<file path="src/rtl/aud_pkg.sv">
// Shared state type and default widths for the SRAM audio player and its serializer.
package aud_pkg;

   localparam int DATA_W_DEF = 16;
   localparam int ADDR_W_DEF = 20;
   localparam int CNT_W      = 5;

   typedef enum logic [1:0] {
      ST_IDLE       = 2'd0,
      ST_WAIT_FRAME = 2'd1,
      ST_PLAY       = 2'd2,
      ST_PAUSE      = 2'd3
   } player_state_t;

endpackage

</file>
<file path="src/rtl/aud_i2s_serializer.sv">
// MSB-first shifter for one I2S channel slot; emits DATA_W bits after each start, then zeros.
module aud_i2s_serializer
   import aud_pkg::*;
#(
   parameter int DATA_W = DATA_W_DEF
)
(
   input  logic              i_clk,
   input  logic              i_rst_n,
   input  logic              i_clear,
   input  logic              i_load,
   input  logic              i_chan_start,
   input  logic [DATA_W-1:0] i_sample,
   output logic              o_bit
);

   logic [DATA_W-1:0] shreg_q;
   logic [CNT_W-1:0]  cnt_q;

   // clear beats start so a pause or stop on a channel edge stays silent
   always_ff @(posedge i_clk or negedge i_rst_n) begin
      if (!i_rst_n) begin
         shreg_q <= '0;
         cnt_q   <= '0;
      end else if (i_clear) begin
         shreg_q <= '0;
         cnt_q   <= '0;
      end else if (i_load || i_chan_start) begin
         shreg_q <= i_sample;
         cnt_q   <= CNT_W'(DATA_W);
      end else if (cnt_q != '0) begin
         shreg_q <= {shreg_q[DATA_W-2:0], 1'b0};
         cnt_q   <= cnt_q - CNT_W'(1);
      end
   end

   assign o_bit = (cnt_q != '0) & shreg_q[DATA_W-1];

endmodule

</file>
<file path="src/rtl/aud_sram_player.sv">
// Plays mono samples from asynchronous SRAM out to an I2S DAC, one sample per LR frame.
// Define AUD_PLAYER_LOOP_EN to wrap back to address 0 at end-of-data instead of stopping.
module aud_sram_player
   import aud_pkg::*;
#(
   parameter int DATA_W = DATA_W_DEF,
   parameter int ADDR_W = ADDR_W_DEF
)
(
   input  logic              i_clk,
   input  logic              i_rst_n,
   input  logic              i_lrc,
   input  logic              i_start,
   input  logic              i_pause,
   input  logic              i_stop,
   input  logic [ADDR_W-1:0] i_end_addr,
   input  logic [DATA_W-1:0] i_sram_data,
   output logic [ADDR_W-1:0] o_sram_addr,
   output logic              o_dac_data,
   output logic              o_busy,
   output logic              o_done,
   output player_state_t     o_state
);

   player_state_t     state_q, state_d;
   logic [ADDR_W-1:0] addr_q, addr_d;
   logic [DATA_W-1:0] sample_q, sample_d, ser_sample;
   logic              last_q, last_d;
   logic              done_q, done_d;
   logic              lrc_q;
   logic              frame_start, chan_start, at_end;
   logic              load, ser_clear, ser_start, ser_bit;

   assign frame_start = lrc_q & ~i_lrc;
   assign chan_start  = lrc_q ^ i_lrc;
   assign at_end      = (addr_q == i_end_addr);

   always_comb begin
      state_d   = state_q;
      addr_d    = addr_q;
      sample_d  = sample_q;
      last_d    = last_q;
      done_d    = 1'b0;
      load      = 1'b0;
      ser_clear = 1'b0;
      if (i_stop && (state_q != ST_IDLE)) begin
         state_d   = ST_IDLE;
         addr_d    = '0;
         last_d    = 1'b0;
         ser_clear = 1'b1;
      end else begin
         unique case (state_q)
            ST_IDLE: begin
               if (i_start) begin
                  state_d = ST_WAIT_FRAME;
                  addr_d  = '0;
                  last_d  = 1'b0;
               end
            end
            ST_WAIT_FRAME: begin
               if (frame_start) load = 1'b1;
            end
            ST_PLAY: begin
               if (frame_start && last_q) begin
                  done_d = 1'b1;
`ifdef AUD_PLAYER_LOOP_EN
                  load   = 1'b1;
`else
                  state_d   = ST_IDLE;
                  addr_d    = '0;
                  last_d    = 1'b0;
                  ser_clear = 1'b1;
`endif
               end else if (i_pause) begin
                  state_d   = ST_PAUSE;
                  ser_clear = 1'b1;
               end else if (frame_start) begin
                  load = 1'b1;
               end
            end
            ST_PAUSE: begin
               if (!i_pause) state_d = ST_WAIT_FRAME;
            end
            default: state_d = ST_IDLE;
         endcase
      end
      // SRAM data has been stable for the whole previous cycle at a frame start
      if (load) begin
         state_d  = ST_PLAY;
         sample_d = i_sram_data;
         last_d   = at_end;
         addr_d   = addr_q + ADDR_W'(1);
`ifdef AUD_PLAYER_LOOP_EN
         if (at_end) addr_d = '0;
`endif
      end
   end

   always_ff @(posedge i_clk or negedge i_rst_n) begin
      if (!i_rst_n) begin
         state_q  <= ST_IDLE;
         addr_q   <= '0;
         sample_q <= '0;
         last_q   <= 1'b0;
         done_q   <= 1'b0;
         lrc_q    <= 1'b0;
      end else begin
         state_q  <= state_d;
         addr_q   <= addr_d;
         sample_q <= sample_d;
         last_q   <= last_d;
         done_q   <= done_d;
         lrc_q    <= i_lrc;
      end
   end

   assign ser_start  = chan_start & (state_q == ST_PLAY);
   assign ser_sample = load ? i_sram_data : sample_q;

   aud_i2s_serializer #(.DATA_W(DATA_W)) u_ser (
      .i_clk        (i_clk),
      .i_rst_n      (i_rst_n),
      .i_clear      (ser_clear),
      .i_load       (load),
      .i_chan_start (ser_start),
      .i_sample     (ser_sample),
      .o_bit        (ser_bit)
   );

   assign o_sram_addr = addr_q;
   assign o_dac_data  = ser_bit & (state_q == ST_PLAY);
   assign o_busy      = (state_q != ST_IDLE);
   assign o_done      = done_q;
   assign o_state     = state_q;

endmodule

</file>
<file path="config.mk">
export PLATFORM = sky130hd
export DESIGN_NAME = aud_sram_player
export DESIGN_NICKNAME = d
export VERILOG_FILES = /design/src/rtl/aud_pkg.sv /design/src/rtl/aud_i2s_serializer.sv /design/src/rtl/aud_sram_player.sv
export SDC_FILE = /design/constraint.sdc
export NUM_CORES = 1
export LEC_CHECK = 0
export ABC_AREA = 1
export ABC_CLOCK_PERIOD_IN_PS = 3600
export BUFFER_PORTS_ARGS = -buffer_cell sky130_fd_sc_hd__buf_2
export CAP_MARGIN = 30
export CORE_UTILIZATION = 60
export CTS_CLUSTER_SIZE = 30
export DETAILED_ROUTE_END_ITERATION = 10
export GPL_TIMING_DRIVEN = 1
export PLACE_DENSITY = 0.85
export SLEW_MARGIN = 10
export SYNTH_ARGS = -nofsm -noshare
export SYNTH_HDL_FRONTEND = slang
export SYNTH_SLANG_ARGS = --single-unit
</file>
<file path="constraint.sdc">
create_clock -name i_clk -period 3.6 [get_ports i_clk]
set_clock_uncertainty 0.15 [all_clocks]
set_input_delay 0.72 -clock i_clk [delete_from_list [all_inputs] [get_ports i_clk]]
set_output_delay 0.72 -clock i_clk [all_outputs]
set_load 0.005 [all_outputs]
</file>
; ---- After elaboration in Yosys (flattened, before gate mapping)
; Index checks and enable logic that the tools add are counted.
[totals]
register_bits = 62
inputBits = 42
out_inout_bits = 25
[op_classes]
addsub = 2
eq_ne = 8
n_mux = 36
bitwise_logic = 6
reduce_logical = 11
[op_table]
columns = op, n
row1 = 20-bit two-way mux, 4
row2 = 16-bit two-way mux, 4
row3 = 20-bit case mux with 2 select lines, 1
row4 = 20-bit by 1-bit adder with 20-bit output (second input constant), 1
row5 = 20-bit == test, 1
row6 = 1-bit two-way mux, 15
row7 = 5-bit two-way mux, 3
row8 = 2-bit two-way mux, 6
row9 = 4-bit by 3-bit != test with 1-bit output (second input constant), 3
row10 = 5-bit nonzero test, 2
row11 = 2-bit case mux with 3 select lines, 1
row12 = 5-bit by 4-bit != test with 1-bit output (second input constant), 1
row13 = 5-bit by 1-bit subtractor with 5-bit output (second input constant), 1
row14 = 1-bit AND, 4
row15 = 2-bit == test (second input constant), 2
row16 = 1-bit case mux with 2 select lines, 2
row17 = 4-bit AND reduction, 1
row18 = 4-bit nonzero test, 1
row19 = 3-bit AND reduction, 1
row20 = 3-bit nonzero test, 1
row21 = 2-bit by 1-bit == test with 1-bit output (second input constant), 1
row22 = 1-bit logical AND, 2
row23 = 2-bit zero test, 1
row24 = 2-bit nonzero test, 1
row25 = other kinds (3), 3

; ---- Logic depth before layout (Yosys ltp)
[depth]
depth_word = 10
mapped_depth = 12
ltp_nobuf = 12

; ---- Modules after synthesis
; Synthesis repeated with hierarchy kept, for this count alone.
[unflattened]
cells_unflattened = 550
hier_area_um2 = 3819.9
[modules_own_cells]
columns = mod, n_inst, cells_per_inst, area_per_inst_um2, seq_area_each_um2
row1 = aud_sram_player, 1, 394, 2627.5, 1026.0
row2 = aud_i2s_serializer, 1, 156, 1192.4, 525.5

; ---- Worst setup path after synthesis
; No wires, ideal clock.
[synth_path]
path_type = input port to flip-flop
from = in i_lrc
to = reg addr_q[12], in the netlist o_sram_addr[12]
setup_time_ns = 0.133
arrival_ns = 1.807
slack_ns = 1.510
cell_stages = 11
n_path_buf = 1
cell_sequence = inv_1 ha_1 nand2_1 nand3_4 nand2_4 nand3_4 nand3_1 o21ai_2 buf_4 nand2_1 o21ai_0
[synth_between]
elab_chain_cells = 9
word_cells_on_any_way = 13
classes_between = eq/ne (2) / mux (6) / bitwise (2) / reduce/logical (3)
[synth_rtl]
columns = element, line
row1 = "start, declared", aud_sram_player.sv:12  ; input logic i_lrc,
row2 = 1-bit NOT (*), aud_sram_player.sv:34  ; assign frame_start = lrc_q & ~i_lrc;
row3 = 1-bit AND (*), aud_sram_player.sv:34
row4 = 1-bit two-way mux, "aud_sram_player.sv:61, aud_sram_player.sv:77"
row5 = 1-bit two-way mux, aud_sram_player.sv:74  ; end else if (i_pause) begin
row6 = 1-bit two-way mux, aud_sram_player.sv:64  ; if (frame_start && last_q) begin
row7 = 1-bit case mux with 2 select lines, aud_sram_player.sv:52  ; unique case (state_q)
row8 = 1-bit two-way mux, aud_sram_player.sv:46  ; if (i_stop && (state_q != ST_IDLE)) begin
row9 = 4-bit by 3-bit != test with 1-bit output (no line) or 4-bit nonzero test (tied branches), n/a
row10 = 3-bit AND reduction (no line), n/a
row11 = "end signal, assigned", aud_sram_player.sv:109  ; addr_q <= addr_d;
row12 = "end, declared", aud_sram_player.sv:26  ; logic [ADDR_W-1:0] addr_q, addr_d;
; Every way passes the cells marked *; elsewhere a longest branch is shown, timed or not.
; A chain may end at the register's enable or synchronous reset.

; ---- Final worst setup path
[layout_path]
from = reg state_q[0], in the netlist o_state[0]
to = reg u_ser.shreg_q[7]
[layout_between]
elab_chain_cells = 6
word_cells_on_any_way = 14
classes_between = eq/ne (2) / mux (7) / bitwise (1) / reduce/logical (4)
[layout_rtl]
columns = element, line
row1 = "start, declared", aud_sram_player.sv:25  ; player_state_t state_q, state_d;
row2 = "start signal, assigned", aud_sram_player.sv:108  ; state_q <= state_d;
row3 = 2-bit == test (tied with other cells), "aud_sram_player.sv:52, aud_sram_player.sv:117"
row4 = 1-bit case mux with 2 select lines or 1-bit logical AND (tied branches), "aud_sram_player.sv:52, aud_sram_player.sv:46"
row5 = 1-bit two-way mux, aud_sram_player.sv:46
row6 = 16-bit two-way mux or 1-bit logical OR (tied branches), n/a
row7 = 16-bit two-way mux, aud_i2s_serializer.sv:28  ; end else if (i_load || i_chan_start) begin
row8 = 16-bit two-way mux, aud_i2s_serializer.sv:25  ; end else if (i_clear) begin
row9 = "end signal, assigned", aud_i2s_serializer.sv:29  ; shreg_q <= i_sample;
row10 = "end signal, assigned", aud_i2s_serializer.sv:32  ; shreg_q <= {shreg_q[DATA_W-2:0], 1'b0};
row11 = "end, declared", aud_i2s_serializer.sv:17  ; logic [DATA_W-1:0] shreg_q;
; Several ways; a longest one is shown, not always the timed one.

==> results.txt <==
Status: complete, no violations
Minimum clock period: 2570 ps
Core box area: 0.00568 mm^2
Pins Over Slew Limit: 0
Leakage: 2.15 nW
Clock Latency Late Sink: 340 ps
CTS Root Cell: clkbuf_8
WS Path Type: reg2reg
Worst Setup SP: o_state[0]
CP top delay family: simple AND/OR/NAND/NOR gates
Worst path bufs/invs: 2
Clock power share: 23.3%
Relative slew slack: 41.3%
First-pass GRT wire length: 14100 um
Required @ worst endpoint: 3730 ps
Final #Nets: 611
Post-CTS setup buffers: 0
DRC violations left: 0
Max stage delay cell, worst path: dfrtp_1
Cell count after synthesis: 494
Delay of the slowest cell on the worst path: 430 ps
Hold_buf cts: 0
Initial drt markers: 263
Pwr dens: 617 mW/mm^2
Area grow syn2layout: 14.7%
Die Y: 79.8 um
Fin Setup TNS: 0 ps
# port buffers: 66
Max VDD drop: 0.402 mV
Final Core Density: 73.4%
Cts repair resizes: 0
ANT nets after route: 0
Worst Max-Slew Pin Slew: 881 ps
Die width: 79.8 um
Syn_area_per_cell: 7.35 um^2
CP max FO: 21
GRT Util Overall: 29.0%
Critical path, cell by cell: inv_1 -> ha_1 -> nand3_4 -> nand2_4 -> nand3_4 -> nand2_2 -> buf_4 -> nor2_1 -> nor2_1 -> nand2_1 -> nand2_1
Clock slew at reported path FFs: 70 ps
Crit share post-route: 71.3%
# diodes: 0
RSZ-0062 raised after global routing: no
Initial antenna violation count: 0
Top Ports: 67
Sequential share of power: 38.9%
Synthesized flop and latch total: 62
Layout cells sized above 1: 17.9%
Critical Path AT: 2690 ps
DP Worst Slack: 777 ps
Total congestion overflow: 0
Die area: 0.00637 mm^2
Via/cell ratio: 5.38
Final hold vios: 0
CP startpoint kind: flop
Switch share: 39.5%
Vias after detailed routing: 3420
Commonest non-fill, non-tap cell in the layout: nand2_1
Worst hold-check path type: in2async
Synth unique cells: 31
Post-Synthesis Net Count: 545
CTS Sinks: 62
Htree depth: 3
Gate power share: 37.8%
Fmax: 390 MHz
Sequential cell area fraction in the yosys report: 42.7%
Placer congestion estimate: 0.948
Final setup vio count: 0
TritonCTS Buffers: 9
Final Worst Setup Slack: 1030 ps
Starting Density: 64.0%
Total Wirelength: 8460 um
MaxCap Viol Count: 0
Floorplan row count: 27
CTS tree: done
Endpoint class of the critical path: flop
Psw: 0.00101 W
Commonest non-fill, non-tap cells in the layout: 187 x nand2_1, 66 x buf_2, 62 x dfrtp_1
Synthesized area: 0.00363 mm^2
Yosys Warn Count: 0
Vias in the first global route: 3040
RR Startpoint: o_state[0]
Dpl hpwl: 6140 um
Clock Path Buffers: 2
Drt pass-1 iters: 5
Pin count of the biggest net entering global routing: 39
Int Power: 0.00155 W
Wire per inst: 13.3 um
==> power groups by stage <==
stage | combinational (W) | sequential, W | clock, W
floorplan | 0.000810 | 0.000977 | 0
global placement | 0.000934 | 0.00100 | 0
detailed placement | 0.000968 | 0.00101 | 0
CTS | 0.000973 | 0.000998 | 0.000604
global route | 0.00111 | 0.00102 | 0.000637
finish | 0.000970 | 0.000999 | 0.000600
==> sequential cells by signal (all words and copies together) (netlist names) <==
name and count:
lrc_q 1, o_done 1, o_state 2, o_sram_addr 20, sample_q 16, u_ser.shreg_q 16
u_ser.cnt_q 5, last_q 1
==> logic make-up after synthesis <==
| group | share of synthesized area, % |
|---|---|
| buf+inv | 6.75 |
| simple gates | 37.7 |
| xor+xnor | 5.31 |
| flops | 42.7 |
| compound gates | 4.45 |
| fa+ha+maj | 3.10 |
==> routing by layer <==
metal	track usage, %	share of wire [%]	vias to the layer above
li1	-	-	1684
met1	40.0	47	1590
met2	47.2	45	133
met3	4.46	6.4	13
met4	8.93	1.5	0
met5	0	0	-
==> worst reg2reg max path, stage by stage (launching register included) <==
cell and delay, ps:
dfrtp_1 430, inv_1 130, ha_1 390, nand3_4 130
nand2_4 100, nand3_4 240, nand2_2 370, buf_4 270
nor2_1 60, nor2_1 110, nand2_1 70, nand2_1 60
==> through the flow <==
| step | std cells | hold slack, ps | total power [W] | area, um^2 |
|---|---|---|---|---|
| after floorplan | 494 | 274 | 0.00179 | 3630 |
| after global placement | 621 | 308 | 0.00194 | 3980 |
| after detailed placement | 621 | 311 | 0.00198 | 3980 |
| after CTS | 636 | 241 | 0.00257 | 4160 |
| after global routing | 636 | 271 | 0.00277 | 4160 |
| final | 636 | 231 | 0.00257 | 4160 |
==> cell usage after synthesis <==
cell type / count / share of area (%)
nand3_4: 3 / 1.4
o21ai_1: 2 / 0.28
nand2_4: 2 / 0.62
xnor2_1: 7 / 1.7
nor2_1: 58 / 6.0
and2_1: 2 / 0.34
nor3_1: 7 / 0.96
o21ai_2: 2 / 0.48
nor4_1: 1 / 0.17
xor2_1: 15 / 3.6
nor2_2: 2 / 0.34
nand2_1: 187 / 19
o22ai_1: 3 / 0.52
nand3_2: 1 / 0.28
clkbuf_2: 1 / 0.14
nor2_4: 1 / 0.31
inv_2: 2 / 0.21
a21oi_1: 3 / 0.41
buf_4: 7 / 1.4
dfrtp_1: 62 / 43
o21ai_0: 20 / 2.8
or2_2: 1 / 0.17
nand3_1: 45 / 6.2
clkbuf_1: 1 / 0.10
nor3_2: 1 / 0.28
inv_1: 37 / 3.8
nand4_1: 4 / 0.69
buf_2: 3 / 0.41
ha_1: 9 / 3.1
nand2_2: 3 / 0.52
buf_6: 2 / 0.62
==> cell type report <==
| type | count | area (um^2) |
|---|---|---|
| Clock buffer | 11 | 141 |
| Clock inverter | 4 | 47.5 |
| Fill cell | 457 | 1510 |
| Inverter | 39 | 146 |
| Multi-Input combinational cell | 379 | 1830 |
| Sequential cell | 62 | 1550 |
| Tap cell | 72 | 90.1 |
| Timing Repair Buffer | 69 | 353 |
==> final timing paths <==
path | cells after the start | endpoint | slack [ps]
max | 11 | u_ser.shreg_q[7] | 1030
min | 1 | o_state[1] | 230
max reg2reg | 11 | u_ser.shreg_q[7] | 1030
min reg2reg | 2 | sample_q[4] | 330
max in group asynchronous | 2 | o_sram_addr[4] | 2160
min in group i_clk | 2 | sample_q[4] | 330
No activity file was read; power rests on OpenSTA's default activity.
